## config.mk

```make
export PLATFORM = sky130hd
export DESIGN_NAME = int_fu_arbiter_flat
export DESIGN_NICKNAME = d
export VERILOG_FILES = /design/src/rtl/int_fu_arbiter_if.sv /design/src/rtl/int_fu_arbiter.sv /design/src/flat_wrapper.sv
export SDC_FILE = /design/constraint.sdc
export NUM_CORES = 1
export LEC_CHECK = 0
export BUFFER_PORTS_ARGS = -buffer_cell sky130_fd_sc_hd__buf_2
export CAP_MARGIN = 20
export CORE_ASPECT_RATIO = 0.5
export CORE_MARGIN = 1
export CORE_UTILIZATION = 45
export DETAILED_ROUTE_END_ITERATION = 7
export GPL_ROUTABILITY_DRIVEN = 1
export PLACE_DENSITY = 0.83
export SLEW_MARGIN = 20
export SYNTH_ARGS = -nofsm -noshare
export SYNTH_HDL_FRONTEND = slang
export SYNTH_SLANG_ARGS = --single-unit
```

## constraint.sdc

```tcl
create_clock -name clk -period 2.2 [get_ports clk]
set_input_delay 0.22 -clock clk [delete_from_list [all_inputs] [get_ports clk]]
set_output_delay 0.22 -clock clk [all_outputs]
set_load 0.1 [all_outputs]
```

## src/rtl/int_fu_arbiter_if.sv

```systemverilog
// int_fu_arbiter_if: request, FU and writeback bundle between issue logic, arbiter and the shared FU
// Signals: req_valid/req_op/req_a/req_b/req_ready (issue side, flattened per requester),
// fu_op/fu_a/fu_b/fu_res (combinational FU), wb_valid/wb_tag/wb_data/wb_ready (result bus), busy.
// slave is the arbiter's view, master is the surrounding environment's view.
interface int_fu_arbiter_if #(
  parameter int NREQ  = 4,
  parameter int WIDTH = 16
);
  localparam int TW = $clog2(NREQ);
  logic [NREQ-1:0]       req_valid;
  logic [NREQ-1:0]       req_ready;
  logic [2*NREQ-1:0]     req_op;
  logic [WIDTH*NREQ-1:0] req_a;
  logic [WIDTH*NREQ-1:0] req_b;
  logic [1:0]            fu_op;
  logic [WIDTH-1:0]      fu_a;
  logic [WIDTH-1:0]      fu_b;
  logic [WIDTH-1:0]      fu_res;
  logic                  wb_valid;
  logic [TW-1:0]         wb_tag;
  logic [WIDTH-1:0]      wb_data;
  logic                  wb_ready;
  logic                  busy;
  modport slave (
    input  req_valid, req_op, req_a, req_b, fu_res, wb_ready,
    output req_ready, fu_op, fu_a, fu_b, wb_valid, wb_tag, wb_data, busy
  );
  modport master (
    output req_valid, req_op, req_a, req_b, fu_res, wb_ready,
    input  req_ready, fu_op, fu_a, fu_b, wb_valid, wb_tag, wb_data, busy
  );
endinterface

```

## src/rtl/int_fu_arbiter.sv

```systemverilog
// int_fu_arbiter: round-robin sharing of one non-pipelined integer FU among NREQ requesters
// Ports: clk, rst_n (synchronous, active low), bus (int_fu_arbiter_if.slave).
// Flow: IDLE grants one requester and latches its operands, EXEC holds them on the FU
// for LAT cycles, WB presents the tagged result until the result bus accepts it.
module int_fu_arbiter #(
  parameter int NREQ  = 4,
  parameter int WIDTH = 16,
  parameter int LAT   = 2
) (
  input  logic            clk,
  input  logic            rst_n,
  int_fu_arbiter_if.slave bus
);
  localparam int TW = $clog2(NREQ);
  typedef enum logic [1:0] {IDLE, EXEC, WB} state_t;
  state_t           state, nxt;
  logic [TW-1:0]    rr_ptr, tag, gnt, idx;
  logic [TW:0]      sum;
  logic [1:0]       cnt;
  logic             hit;
  logic [1:0]       sel_op;
  logic [WIDTH-1:0] sel_a, sel_b;
  logic [1:0]       ops [NREQ];
  logic [WIDTH-1:0] as  [NREQ];
  logic [WIDTH-1:0] bs  [NREQ];
  genvar i;
  for (i = 0; i < NREQ; i++) begin : g_unpack
    assign ops[i] = bus.req_op[2*i +: 2];
    assign as[i]  = bus.req_a[WIDTH*i +: WIDTH];
    assign bs[i]  = bus.req_b[WIDTH*i +: WIDTH];
  end
  // Scan offsets from farthest to nearest so the requester closest to rr_ptr wins.
  always_comb begin
    hit    = 1'b0;
    gnt    = '0;
    idx    = '0;
    sum    = '0;
    sel_op = '0;
    sel_a  = '0;
    sel_b  = '0;
    for (int k = NREQ - 1; k >= 0; k--) begin
      sum = {1'b0, rr_ptr} + (TW+1)'(k);
      idx = sum >= (TW+1)'(NREQ) ? TW'(sum - (TW+1)'(NREQ)) : TW'(sum);
      if (bus.req_valid[idx]) begin
        hit    = 1'b1;
        gnt    = idx;
        sel_op = ops[idx];
        sel_a  = as[idx];
        sel_b  = bs[idx];
      end
    end
  end
  assign bus.req_ready = (state == IDLE && hit) ? NREQ'(1) << gnt : '0;
  assign bus.busy      = state != IDLE;
  always_comb begin
    nxt = state;
    if (state == IDLE && hit) nxt = EXEC;
    if (state == EXEC && cnt == '0) nxt = WB;
    if (state == WB && bus.wb_ready) nxt = IDLE;
  end
  always_ff @(posedge clk) state <= !rst_n ? IDLE : nxt;
  // fu_* only reload on a grant, so they keep the last operands outside EXEC.
  always_ff @(posedge clk) begin
    if (!rst_n) begin
      rr_ptr       <= '0;
      cnt          <= '0;
      tag          <= '0;
      bus.fu_op    <= '0;
      bus.fu_a     <= '0;
      bus.fu_b     <= '0;
      bus.wb_valid <= 1'b0;
      bus.wb_tag   <= '0;
      bus.wb_data  <= '0;
    end else begin
      if (state == IDLE && hit) begin
        bus.fu_op <= sel_op;
        bus.fu_a  <= sel_a;
        bus.fu_b  <= sel_b;
        tag       <= gnt;
        rr_ptr    <= gnt == TW'(NREQ - 1) ? '0 : gnt + 1'b1;
        cnt       <= 2'(LAT - 1);
      end
      if (state == EXEC) begin
        cnt <= cnt - 1'b1;
        if (cnt == '0) begin
          bus.wb_data  <= bus.fu_res;
          bus.wb_tag   <= tag;
          bus.wb_valid <= 1'b1;
        end
      end
      if (state == WB && bus.wb_ready) bus.wb_valid <= 1'b0;
    end
  end
endmodule

```

## src/flat_wrapper.sv

```systemverilog
// flat-port wrapper written by rule: the top's interface ports become plain ports
module int_fu_arbiter_flat 
#(
  parameter int NREQ  = 4,
  parameter int WIDTH = 16,
  parameter int LAT   = 2
)
  (clk, rst_n, bus_req_valid, bus_req_op, bus_req_a, bus_req_b, bus_fu_res, bus_wb_ready, bus_req_ready, bus_fu_op, bus_fu_a, bus_fu_b, bus_wb_valid, bus_wb_tag, bus_wb_data, bus_busy);
  int_fu_arbiter_if #(.NREQ(NREQ), .WIDTH(WIDTH)) bus_i ();
  input  logic clk;
  input  logic rst_n;
  input wire logic [$bits(bus_i.req_valid)-1:0] bus_req_valid;
  input wire logic [$bits(bus_i.req_op)-1:0] bus_req_op;
  input wire logic [$bits(bus_i.req_a)-1:0] bus_req_a;
  input wire logic [$bits(bus_i.req_b)-1:0] bus_req_b;
  input wire logic [$bits(bus_i.fu_res)-1:0] bus_fu_res;
  input wire logic [$bits(bus_i.wb_ready)-1:0] bus_wb_ready;
  output wire logic [$bits(bus_i.req_ready)-1:0] bus_req_ready;
  output wire logic [$bits(bus_i.fu_op)-1:0] bus_fu_op;
  output wire logic [$bits(bus_i.fu_a)-1:0] bus_fu_a;
  output wire logic [$bits(bus_i.fu_b)-1:0] bus_fu_b;
  output wire logic [$bits(bus_i.wb_valid)-1:0] bus_wb_valid;
  output wire logic [$bits(bus_i.wb_tag)-1:0] bus_wb_tag;
  output wire logic [$bits(bus_i.wb_data)-1:0] bus_wb_data;
  output wire logic [$bits(bus_i.busy)-1:0] bus_busy;
  assign bus_i.req_valid = bus_req_valid;
  assign bus_i.req_op = bus_req_op;
  assign bus_i.req_a = bus_req_a;
  assign bus_i.req_b = bus_req_b;
  assign bus_i.fu_res = bus_fu_res;
  assign bus_i.wb_ready = bus_wb_ready;
  assign bus_req_ready = bus_i.req_ready;
  assign bus_fu_op = bus_i.fu_op;
  assign bus_fu_a = bus_i.fu_a;
  assign bus_fu_b = bus_i.fu_b;
  assign bus_wb_valid = bus_i.wb_valid;
  assign bus_wb_tag = bus_i.wb_tag;
  assign bus_wb_data = bus_i.wb_data;
  assign bus_busy = bus_i.busy;
  int_fu_arbiter #(.NREQ(NREQ), .WIDTH(WIDTH), .LAT(LAT)) u_core (.clk(clk), .rst_n(rst_n), .bus(bus_i));
endmodule
```

# [Yosys cells after proc, flatten, opt, wreduce, memory -nomap -nowiden]
# Index checks and enable logic that the tools add are counted.
[classes] n_lt_le_gt_ge=12 n_eq_ne=3 mux=74 n_shift=1 add_sub_neg=9 n_reduce_logical=11 n_bitwise=5
[op_table] cell="16-bit 2-to-1 mux" n=24
[op_table] cell="16-bit binary-select mux with 2-bit select" n=8
[op_table] cell="2-bit 2-to-1 mux" n=25
[op_table] cell="3-bit >= comparator, second input constant" n=7
[op_table] cell="2-bit binary-select mux with 2-bit select" n=4
[op_table] cell="2-bit by 3-bit less-than comparator with 1-bit output, second input constant" n=4
[op_table] cell="2-bit inverter with 3-bit output" n=4
[op_table] cell="2-bit by 1-bit subtractor with 2-bit output, second input constant" n=5
[op_table] cell="1-bit binary-select mux with 2-bit select" n=4
[op_table] cell="1-bit 2-to-1 mux" n=8
[op_table] cell="2-bit by 2-bit adder with 3-bit output, second input constant" n=2
[op_table] cell="2-bit nonzero test" n=3
[op_table] cell="2-bit equality test, second input constant" n=2
[op_table] cell="2-bit logical NOT" n=2
[op_table] cell="4-bit 2-to-1 mux" n=1
[op_table] cell="1-bit by 2-bit left shift with 4-bit output, first input constant" n=1
[op_table] cell="2-bit by 1-bit adder with 3-bit output, second input constant" n=1
[op_table] cell="2-bit by 3-bit >= comparator with 1-bit output, second input constant" n=1
[op_table] cell="1-bit logical AND" n=3
[op_table] cell="3-bit OR reduction" n=1
[op_table] cell="2-bit by 1-bit adder with 2-bit output, second input constant" n=1
[op_table] cell="2-bit by 1-bit equality test with 1-bit output, second input constant" n=1
[op_table] cell="2-bit AND reduction" n=1
[op_table] cell="2-bit OR reduction" n=1
[op_table] cell="1-bit inverter" n=1
[totals] output_inout_bits=58 input_bits=159 reg_bits=61

# [Depth between registers and ports, before layout]
# Gate-level depths: netlist of run 1.
[depth] word_depth=12 mapped_depth=10 mapped_depth_nobuf=6

# [Least setup slack after synthesis of run 1]
# Ideal clock, no wire load.
[synth_path] kind="register to output" startpoint="register u_core.rr_ptr[1]" endpoint="output bus_req_ready[1]" stages_incl_launch_ff=8 t_arrival_ns=2.340 setup_slack_ns=-0.360 cell_sequence="dfxtp_1 buf_2 buf_4 buf_2 a21oi_1 a221oi_1 ha_1 and2_1"
[synth_via] elab_chain_len=11
[synth_rtl] item="from (decl)" line_no="int_fu_arbiter.sv:17" rtl="logic [TW-1:0] rr_ptr, tag, gnt, idx;"
[synth_rtl] item="from (signal assigned)" line_no="int_fu_arbiter.sv:80" rtl="rr_ptr <= gnt == TW'(NREQ - 1) ? '0 : gnt + 1'b1;"
[synth_rtl] item="2-bit by 2-bit adder with 3-bit output" line_no="int_fu_arbiter.sv:42" rtl="sum = {1'b0, rr_ptr} + (TW+1)'(k);"
[synth_rtl] item="3-bit >= comparator / 2-bit by 1-bit subtractor with 2-bit output (equally long branches)" line_no="int_fu_arbiter.sv:43" rtl="idx = sum >= (TW+1)'(NREQ) ? TW'(sum - (TW+1)'(NREQ)) : TW'(sum);"
[synth_rtl] item="2-bit 2-to-1 mux" line_no="int_fu_arbiter.sv:43"
[synth_rtl] item="1-bit binary-select mux with 2-bit select" line_no="int_fu_arbiter.sv:44" rtl="if (bus.req_valid[idx]) begin"
[synth_rtl] item="1-bit 2-to-1 mux (not written as such)" line_no="int_fu_arbiter.sv:44"
[synth_rtl] item="2-bit 2-to-1 mux (3 in a row)" line_no="int_fu_arbiter.sv:44"
[synth_rtl] item="2-bit 2-to-1 mux *" line_no="int_fu_arbiter.sv:44"
[synth_rtl] item="via u_core.gnt[0]" line_no="int_fu_arbiter.sv:17"
[synth_rtl] item="1-bit by 2-bit left shift with 4-bit output *" line_no="int_fu_arbiter.sv:53" rtl="assign bus.req_ready = (state == IDLE && hit) ? NREQ'(1) << gnt : '0;"
[synth_rtl] item="4-bit 2-to-1 mux *" line_no="int_fu_arbiter.sv:53"
[synth_rtl] item="to (decl)" line_no="flat_wrapper.sv:18" rtl="output wire logic [$bits(bus_i.req_ready)-1:0] bus_req_ready;"
# The timed path passes the listed nets; every way through them passes the cells marked *. The select of a mux whose other input is x is not followed.

# [Worst setup path in the final report of run 1]
[layout_path] startpoint="register u_core.rr_ptr[1]" endpoint="output bus_req_ready[0]"
# Same word-level chain as after synthesis.

==> run metrics, run 1 <==
Cell Pwr Density roughly 990 nW/µm²; DRT iter0 DRCs 364; Max Cap Viol 0; dpl ws around 150 ps; flop and latch count out of synthesis slightly above 60; GRT Overall Usage a little over a quarter; core area about 14,000 µm²; TritonRoute pass-1 iters 5; Skew-Pair Late Insertion Delay approximately 330 ps; CTS Buffer Depth 2; Cell Area, Placed slightly below 8000 µm²; # hold bufs at CTS 0; # nets final 1,060; Via Count 6,759; Core Rows 30; vias per cell between 6 and 7; HP Class primary input to flip-flop; DPL Wire Length ~15 mm; vias in the first global route ~6,700; crit path to bus_req_ready[0]; CTS tree yes; hold depth 3; Synth Instances about 700; die width ~170 µm; global-route wire length before repair between 30 and 40 mm; register area share after synthesis a little under a fifth; crit path max fanout 7; num ports between 200 and 250; Multi-input gate area 4870 µm²; drt wl/cell approximately 18 µm; H-tree levels 3; CP Launch Point u_core.rr_ptr[1]$_SDFFE_PN0P_; largest net degree at the start of global routing 64; worst r2r src u_core.rr_ptr[0]$_SDFFE_PN0P_; Port Buffer Count around 220; Final period util a little over nine tenths; post-route design area 8130 µm²; tightest hold margin approximately 140 ps; Slew @ Worst Pin ~630 ps; Critical Path RT a little under 2000 ps; post-synth top area share between 20% and 30%; Synth area leader mux4_2; syn avg cell area between 9 and 10 µm²; Die Area approximately 15,000 µm²; status completed; # placed instances ~1,100; number of antenna diodes 0; Routed Antenna Nets 0; max-slew violation count 0; Die Height a little under 90 µm; top cells by count, synth nand2_1 (93), o21ai_0 (78), mux2i_1 (75); top post-synthesis cells by area mux4_2 (24%), dfxtp_1 (19%), mux2i_1 (12%); antenna violations before repair 0; total CTS buffers 9; Fillers 1,210; reg2reg setup slack ~190 ps; crit start category flip-flop; Worst VDD drop 0.000469 V; synth unique cells 45; fin cells roughly 1,100; Post-Syn Area between 6000 and 7000 µm²; worst setup margin 47.8 ps; Max-slew headroom between 50 and 60%; Syn. warnings 0; Final Hold Fails 0; skew final between 6 and 7 ps; Final GP Congestion a little over 0.8; P_leak 3.21 nW; setup violators final 0; FF-to-FF End u_core.bus.fu_op[0]$_SDFFE_PN0P_; Crit Path Category flip-flop to output pin; Mapped Nets between 800 and 900; Starting Density between 40% and 50%; CTS Sinks between 60 and 70; Reg clk slew, reported paths 60 ps; share of cells above drive strength 1 approximately two fifths; DRC 0; cell depth of the worst flop-to-flop path 5; Tmin final 2150 ps; Post-synth EDFFs 0; Synth Flop Type dfxtp_1; Clock Tree Root clkbuf_16; Layout Area Growth over Synthesis 25.0%; Post-Route WL approximately 20 mm; most common cell in the netlist nand2_1; Remaining Overflow, GRT 0; post-synthesis async set-or-reset flop share 0%; Sequential Area 1230 µm²; maximum clock rate 465 MHz; CP arrival just under 2000 ps; Critical Path Sink Type output pin
[power breakdown]
| group | leakage (nW) | switching [W] | internal (W) |
|---|---|---|---|
| sequential | 0.503 | 0.000140 | 0.00134 |
| clock | 0.143 | 0.000581 | 0.000888 |
| combinational | 2.56 | 0.00333 | 0.00180 |
[area by class of cell]
class                      count  share of cell area [%]
inverter                       7                   0.323
tap                          192                    2.96
multi-input combinational    572                    60.0
clock inverter                 6                   0.893
clock buffer                  10                    2.82
timing repair buffer         245                    17.9
sequential                    61                    15.1
[stage by stage]
stage	util [%]	setup TNS [ps]	power, W
2_1_floorplan	-	0	0.00556
3_3_place_gp	56.4	0	0.00643
3_5_place_dp	56.4	0	0.00658
4_1_cts	58.8	0	0.00810
5_1_grt	58.8	-13.7	0.00851
6_report	58.8	0	0.00808
[cell usage in the layout (no fill, tap or decap), drive strengths merged, types with 2 or more instances in the layout]
cell type  synthesis  routed
nand2             94      94
a32o              16      16
o22ai             17      17
mux4              70      70
nor2b             28      28
nor3              17      17
dfxtp             61      61
o22a              15      15
o221ai            17      17
nand3             16      16
and3b              2       2
ha                 5       5
a21boi            19      19
clkinv             0       3
mux2i             75      75
inv                7       8
and2               7       7
nand4             15      15
or2                3       3
nand2b            39      39
buf               47     245
a21oi             10      10
o21ai             93      93
or4                2       2
nor3b              2       2
nor2               3       3
clkbuf            28      10
[worst min-delay path by stage]
stage                                     startpoint                                   to  slack, ps
CTS                                    bus_fu_res[9]   u_core.bus.wb_data[9]$_SDFFE_PN0P_        130
global placement    u_core.bus.fu_a[10]$_SDFFE_PN0P_     u_core.bus.fu_a[10]$_SDFFE_PN0P_        430
floorplan                             bus_fu_res[10]  u_core.bus.wb_data[10]$_SDFFE_PN0P_        360
global route                          bus_fu_res[10]  u_core.bus.wb_data[10]$_SDFFE_PN0P_        130
detailed placement  u_core.bus.fu_op[1]$_SDFFE_PN0P_     u_core.bus.fu_op[1]$_SDFFE_PN0P_        440
finish                                 bus_fu_res[9]   u_core.bus.wb_data[9]$_SDFFE_PN0P_        140
[state kept, by name (all words and copies together), names as in the netlist]
register	cells
u_core.cnt	2
u_core.bus.fu_a	16
u_core.bus.wb_tag	2
u_core.bus.wb_valid	1
u_core.state	2
u_core.tag	2
u_core.bus.fu_b	16
u_core.rr_ptr	2
u_core.bus.wb_data	16
u_core.bus.fu_op	2
[routing by layer]
| metal | GRT usage, % | up-vias | wire length, µm |
|---|---|---|---|
| met4 | 11.7 | 0 | 507 |
| met3 | 4.09 | 57 | 1260 |
| li1 | - | 3108 | - |
| met5 | 0 | - | 0 |
| met2 | 47.9 | 315 | 10200 |
| met1 | 32.7 | 3279 | 8150 |
[kinds of logic after synthesis]
family | synth area share, %
AOI/OAI and AO/OA | 19.4
adders and majority gates | 0.962
buffers and inverters | 6.91
DFF | 18.8
muxes | 36.0
and+or+nand+nor | 18.0
[what timing repair did]
| item | in CTS | in global routing |
|---|---|---|
| endpoints found under the setup margin | 4 | 3 |
| pin swaps | 0 | 1 |
| buffers inserted | 2 | 0 |
| resized for setup | 4 | 3 |
[critical path, stage by stage, from the launching register on]
cell	delay (ps)
dfxtp_4	390
a21oi_1	180
o21ai_1	110
a21oi_2	260
inv_1	100
ha_1	200
and2_4	130
buf_4	220
Note: power is estimated with default switching activity, not from simulation.
==> inputs of run 2 (changes only) <==
CTS_BUF_LIST = sky130_fd_sc_hd__clkbuf_4 sky130_fd_sc_hd__clkbuf_8 sky130_fd_sc_hd__clkbuf_16   (was unset)
==> run metrics, run 2 (same netlist as run 1, synthesis figures left out) <==
Tmin final 2150 ps; Worst VDD drop approximately 0.00047 V; Starting Density a little under half; # hold bufs at CTS 0; Critical Path Sink Type output pin; hold path start bus_fu_res[9]; setup violators final 0; worst setup margin approximately 55 ps; total CTS buffers 9; Core Rows 30; Power Internal ~0.0040 W; Routed Antenna Nets 0; switch share 50.1%; Final Hold Fails 0; global-route wire length before repair 32.1 mm; Skew-Pair Late Insertion Delay 330 ps; Die Height between 80 and 90 µm; TritonRoute pass-1 iters 5; GRT Overall Usage between 20 and 30%; CTS Sinks just over 60; Die Area 15,000 µm²; core area approximately 14,000 µm²; Reg clk slew, reported paths 60 ps; DRT iter0 DRCs between 300 and 400; worst r2r src u_core.rr_ptr[0]$_SDFFE_PN0P_; Setup TNS 0 ps; Combinational Power Share between 60% and 70%; drt wl/cell 18.4 µm; HP Class primary input to flip-flop; DPL Wire Length between 10 and 15 mm; Final GP Congestion about 0.82; Clock Tree Root clkbuf_16; Crit Path Category flip-flop to output pin; num ports approximately 220; Max-slew headroom 56.9%; vias per cell about 6.2; antenna violations before repair 0; Post-Route WL around 20 mm; skew final between 7 and 8 ps; dpl ws ~150 ps; H-tree levels 3; maximum clock rate between 400 and 500 MHz; die width 172 µm; Slew @ Worst Pin between 600 and 700 ps; total power ~0.008 W; vias in the first global route between 6,000 and 7,000; Max Cap Viol 0; Remaining Overflow, GRT 0; Final period util 97.5%; DRC 0; crit path max fanout 7; status completed; max-slew violation count 0; Seq pwr share a little under a fifth; Clock Power Share between 10% and 20%; Util after Layout 58.9%; # nets final 1,060; highest-count cells in the layout ignoring fill and taps buf_2 (212), nand2_1 (93), o21ai_0 (77); P_leak 3.21 nW; CTS tree yes; Port Buffer Count between 200 and 250; biggest regs u_core.bus.fu_a: 16 flops, u_core.bus.fu_b: 16 flops, u_core.bus.wb_data: 16 flops; Cell Area, Placed just under 8000 µm²; commonest non-fill, non-tap cell in the layout buf_2; share of cells above drive strength 1 between 30 and 40%; crit start category flip-flop; CP Launch Point u_core.rr_ptr[1]$_SDFFE_PN0P_; switching pwr 0.00406 W; CP arrival 1930 ps; Via Count approximately 6,800; Critical Path RT about 2000 ps; largest net degree at the start of global routing 64; Cell Pwr Density 996 nW/µm²; CTS Buffer Depth 2; number of antenna diodes 0; post-route design area 8130 µm²; Layout Area Growth over Synthesis 25.0%
-- run 2: cell counts in the layout (fill, tap and decap cells not counted) --
No cell type changed its count.
-- run 2: timing repair --
action | 4_1_cts | 5_1_grt
buffers inserted | 2 | 0
setup endpoints to repair | 4 | 3
pin swaps | 0 | 1
gates resized for setup | 4 | 3
gates cloned | 0 | 0
-- run 2: per-layer routing --
metal  GRT usage (%)  wire length (µm)
met1            32.7              8200
met2            47.9             10200
met3            4.09              1230
met4            11.7               515
met5               0                 0
-- run 2: cell type report --
| type | instances | area [µm²] |
|---|---|---|
| fillers | 1209 | 5680 |
| multi-input cells | 572 | 4870 |
| repair buffers | 245 | 1460 |
| flip-flops and latches | 61 | 1230 |
| well taps | 192 | 240 |
| clock buffers | 10 | 233 |
| clock inverters | 6 | 72.6 |
| inverters | 7 | 26.3 |
-- run 2: worst paths after layout --
check | cells after the start | slack (ps) | endpoint
worst max register to register | 5 | 190 | u_core.bus.fu_op[0]$_SDFFE_PN0P_
worst max-delay path | 7 | 50 | bus_req_ready[0]
worst min-delay path | 3 | 130 | u_core.bus.wb_data[9]$_SDFFE_PN0P_
worst min register to register | 2 | 450 | u_core.bus.fu_b[7]$_SDFFE_PN0P_
-- run 2: through the flow --
stage	hold WS, ps	std cells
6_report	133	1093
5_1_grt	132	1093
4_1_cts	125	1093
3_5_place_dp	441	1075
3_3_place_gp	433	1075
2_1_floorplan	365	715
-- run 2: power by group through the flow --
stage          Combinational (W)  Clock [W]  Sequential (W)
3_5_place_dp             0.00507          0         0.00151
3_3_place_gp             0.00492          0         0.00150
5_1_grt                  0.00545    0.00156         0.00150
6_report                 0.00514    0.00149         0.00148
4_1_cts                  0.00512    0.00151         0.00147
2_1_floorplan            0.00266          0         0.00290
-- run 2: worst max-delay path, cell delays in order (launching register included) --
cell	delay (ps)
dfxtp_4	400
a21oi_1	180
o21ai_1	110
a21oi_2	250
inv_1	100
ha_1	200
and2_4	130
buf_4	220
